$ cat src/rtl/irq_ctrl.sv
// 8-source vectored interrupt controller; edge to irq_take in 3 cycles, vectors to VEC_BASE + (id << VEC_SHIFT).
// Bus reads return data one cycle late with rdy low for that cycle; writes never stall.
module irq_ctrl #(
    parameter logic [15:0] VEC_BASE  = 16'h0040,
    parameter int          VEC_SHIFT = 4
) (
    input  logic        clk,
    input  logic        rst,
    input  logic [7:0]  int_req,
    input  logic        int_en,
    input  logic        irq_ret,
    output logic        irq_take,
    output logic [15:0] irq_vector,
    output logic        in_irq,
    input  logic        sel,
    input  logic        we,
    input  logic        re,
    input  logic [2:0]  addr,
    input  logic [15:0] wdata,
    output logic [15:0] rdata,
    output logic        rdy
);

    typedef enum logic [1:0] {IDLE, TAKE, SERVICE} state_t;

    state_t      state, state_next;
    logic [7:0]  req_q, req_prev, pending, mask;
    logic [2:0]  active_id, top_id;
    logic [7:0]  rise, eligible, wr_clr, wr_set, take_clr, pending_next;
    logic        take_go, bus_wr, bus_rd;
    logic [15:0] reg_rd;
    logic        unused_bits;

    assign unused_bits = ^{addr[0], wdata[15:8]};

    assign bus_wr   = sel & we;
    assign bus_rd   = sel & re;
    assign rise     = req_q & ~req_prev;
    assign eligible = pending & mask;

    // Lowest index wins: scan downward so the last hit is the smallest index.
    always_comb begin
        top_id = 3'd0;
        for (int i = 7; i >= 0; i--) begin
            if (eligible[i]) top_id = 3'(i);
        end
    end

    always_comb begin
        state_next = state;
        take_go    = 1'b0;
        case (state)
            IDLE: begin
                if (int_en && (eligible != 8'd0)) begin
                    state_next = TAKE;
                    take_go    = 1'b1;
                end
            end
            TAKE:    state_next = SERVICE;
            SERVICE: if (irq_ret) state_next = IDLE;
            default: state_next = IDLE;
        endcase
    end

    assign take_clr = take_go ? (8'd1 << top_id) : 8'd0;
    assign wr_clr   = (bus_wr && addr[2:1] == 2'd0) ? wdata[7:0] : 8'd0;
    assign wr_set   = (bus_wr && addr[2:1] == 2'd3) ? wdata[7:0] : 8'd0;

    // New edges and software sets are applied after clears so they are never lost.
    assign pending_next = (pending & ~(wr_clr | take_clr)) | rise | wr_set;

    always_comb begin
        reg_rd = 16'h0000;
        case (addr[2:1])
            2'd0:    reg_rd = {8'h00, pending};
            2'd1:    reg_rd = {8'h00, mask};
            2'd2:    reg_rd = {8'h00, in_irq, 4'h0, active_id};
            default: reg_rd = 16'h0000;
        endcase
    end

    always_ff @(posedge clk) begin
        if (rst) begin
            state     <= IDLE;
            req_q     <= 8'd0;
            req_prev  <= 8'd0;
            pending   <= 8'd0;
            mask      <= 8'd0;
            active_id <= 3'd0;
            rdata     <= 16'h0000;
            rdy       <= 1'b1;
        end else begin
            state    <= state_next;
            req_q    <= int_req;
            req_prev <= req_q;
            pending  <= pending_next;
            if (take_go) active_id <= top_id;
            if (bus_wr && addr[2:1] == 2'd1) mask <= wdata[7:0];
            if (bus_rd) rdata <= reg_rd;
            rdy <= ~bus_rd;
        end
    end

    assign irq_take   = (state == TAKE);
    assign in_irq     = (state != IDLE);
    assign irq_vector = VEC_BASE + (16'(active_id) << VEC_SHIFT);

endmodule

$ cat config.mk
export PLATFORM = sky130hd
export DESIGN_NAME = irq_ctrl
export DESIGN_NICKNAME = d
export VERILOG_FILES = /design/src/rtl/irq_ctrl.sv
export SDC_FILE = /design/constraint.sdc
export NUM_CORES = 1
export LEC_CHECK = 0
export BUFFER_PORTS_ARGS = -buffer_cell sky130_fd_sc_hd__buf_2
export CAP_MARGIN = 0
export CORE_UTILIZATION = 50
export DETAILED_ROUTE_END_ITERATION = 7
export GPL_TIMING_DRIVEN = 0
export PLACE_DENSITY = 0.82
export SYNTH_ARGS = -nofsm -noshare
export SYNTH_HDL_FRONTEND = slang
export SYNTH_SLANG_ARGS = --single-unit
$ cat constraint.sdc
create_clock -name clk -period 1.8 [get_ports clk]
set_clock_uncertainty 0.05 [all_clocks]
set_input_delay 0.09 -clock clk [delete_from_list [all_inputs] [get_ports clk]]
set_output_delay 0.09 -clock clk [all_outputs]
set_load 0.02 [all_outputs]
==> metrics.txt <==
sequential share of power 53.8%; fin nets approximately 360; GP Congestion slightly above 0.9; reg2reg start mask[1]; io pins a little under 70; final setup TNS 0 ns; Post-synth top cells dfxtp_1, nand2_1, a21oi_1, buf_4, nor2b_1; WP data arrival ~1.7 ns; Worst-Margin Slew 0.700 ns; Synth Area in Compound Gates 15.6%; Slew Limit Fails 0; CP required roughly 1.9 ns; Worst setup EP type register; CTS Buf Count 5; main combinational cell family by area after synthesis simple AND/OR/NAND/NOR gates; DIE WIDTH 66.3 um; fin util 69.2%; H-tree depth 2; max-cap violation count 0; dominant synthesized flop cell dfxtp_1; HP Class in2reg; met1 Usage GRT between 20% and 30%; Logic pwr share ~14%; top achievable clock speed approximately 0.62 GHz; # diodes 0; Skew-Pair Late Insertion Delay 0.30 ns; Synth cell types 30; fillers 310; switching share of power about a quarter; Setup-failing EPs final 0; Worst R2R Setup Slack 0.19 ns; Clk pin slew, worst setup/hold paths ~0.09 ns; # rows 22; crit path to pending[6]; power after layout a little over 0.002 W; estimated wirelength of the detail-placed design roughly 3300 um; Tmin final 1.61 ns; GR Layer Usage met2 39.0%; worst r2r path cells 4; Seq cells post-synth 46; outcome finished clean; met3 usage between 6 and 7%; final cycle utilization of the critical path between 80% and 90%; Routed Antenna Nets 0; grt peak-use layer met2; layout cells sized above 1 between 20 and 25%; initial antenna violation count 0; RSZ-0062 raised after global routing false; Residual DRC 0; Via Count about 1,900; HP Start irq_ret; Bufs on Longest Clock Path 2; Clk pwr share 31.7%; final hold violation count 0; Syn-to-layout area delta 27.3%; Critical Path Start mask[1]; Critical Setup Path Class reg2reg; DRT Wirelength between 4000 and 5000 um; Slew HR 53.2%; global-route wire length before repair between 7000 and 8000 um; sw power approximately 0.00052 W; Cells after Synth approximately 240; post-synth top area share between 40% and 50%; die span in y between 60 and 70 um; setup bufs post-CTS 0; most frequent cell after synthesis dfxtp_1; vias per cell 5.07; Power per Cell Area just under 800 mW/mm2; peak supply drop 0.741 mV; DR pass1 iterations 4; slack of the critical path slightly below 0.2 ns; synth top area cells dfxtp_1, buf_4, nor2b_1; pin count of the biggest net entering global routing 14; CP Launch Type register; Core Area around 0.0038 mm2; root buf cell clkbuf_8; die area between 0.004 and 0.005 mm2; clock sinks 46; IO Port Bufs 38; Final Instance Area between 0.002 and 0.003 mm2; WL per Instance ~12 um; FF-to-FF End pending[6]; internal power about 0.0015 W; PostCTS Resize Cnt 0; EDFF count, synth 0; Detailed Route Iter0 Violations roughly 180; asr flop ratio synth 0%; leading area contributor after synthesis dfxtp_1; synthesized-area fraction occupied by adder cells 0%; synthesized area about 0.0021 mm2; Leak between 1 and 1.5 nW; Post-Synth Simple-Gate Area 24.3%; CTS tree yes; gr ovfl total 0; vias in the first global route around 1,700; Ys Warns 0; pre-CTS setup slack 0.257 ns; Initial Util about 54%; mux cell area share after synthesis under 10%; GRT Total Usage roughly a quarter; Max FO, Critical Path 7; sequential-to-total area share from yosys stat 44.6%; Post-DP Area 0.00239 mm2; post-synthesis xor/xnor area fraction 0%; synthesized area per cell about 8.5 um2
## power groups by stage
stage / sequential (W) / clock [W] / combinational [W]
final: 0.00109 / 0.000643 / 0.000293
after global routing: 0.00110 / 0.000704 / 0.000322
after CTS: 0.00109 / 0.000654 / 0.000290
after detailed placement: 0.00111 / 0 / 0.000264
after floorplan: 0.00112 / 0 / 0.000188
after global placement: 0.00111 / 0 / 0.000260
## layout by cell type (no fill, tap or decap), types with 9 or more instances in the layout
master          n
a21oi_1        23
buf_2          40
conb_1         20
nor2_1         20
a22oi_1         9
dfxtp_1        46
buf_4          23
nor2b_1        23
dlygate4sd3_1  15
nand2_1        35
## metal layers
layer	routed length [um]	share of wire, %	up-vias
met5	0	0	-
li1	-	-	953
met2	2160	47	77
met3	337	7.3	10
met4	92	2.0	0
met1	2010	44	836
## what timing repair did
item | CTS | global route
endpoints found under the hold margin | 15 | 0
hold buffers | 15 | 0
setup endpoints to repair | 0 | 0
## sequential cells by signal, indices dropped and copies added, names as in the netlist
signal and count:
req_q 8, active_id 3, state 2, rdy 1, mask 8, req_prev 8, pending 8, rdata 8
## stage by stage
| step | cells | hold slack [ns] |
|---|---|---|
| 3_5_place_dp | 347 | 0.253 |
| 3_3_place_gp | 347 | 0.246 |
| 5_1_grt | 370 | 0.0185 |
| 2_1_floorplan | 261 | 0.168 |
| 6_report | 370 | 0.000206 |
| 4_1_cts | 370 | 0.000103 |
## worst min-delay path by stage
stage,cells after the start,endpoint,slack (ns)
global route,3,mask[7],0.02
finish,4,state[1],0.0002
detailed placement,2,req_q[5],0.25
global placement,2,req_q[5],0.25
floorplan,1,req_q[0],0.17
CTS,3,mask[7],0.0001
## cells by family after synthesis
kind of cell | Yosys count
and+or+nand+nor | 102
AOI/OAI and AO/OA | 49
DFF | 46
buffers and inverters | 36
muxes | 8
other | 1
## final cells by class
| cell class | instances | area [um2] | area share [%] |
|---|---|---|---|
| multi-input cells | 179 | 985 | 37.5 |
| flip-flops and latches | 46 | 921 | 35.0 |
| repair buffers | 53 | 340 | 12.9 |
| plain buffers | 31 | 213 | 8.09 |
| clock buffers | 7 | 86.3 | 3.28 |
| well taps | 48 | 60.1 | 2.28 |
| inverters | 5 | 18.8 | 0.714 |
| clock inverters | 1 | 5.00 | 0.190 |
## worst max-delay path: stages, from the launching register on
cell and delay (ns):
dfxtp_1 0.36, a22oi_1 0.52, nand3_1 0.22, o211ai_1 0.22, a21oi_1 0.09
(Power assumes the default switching activity.)
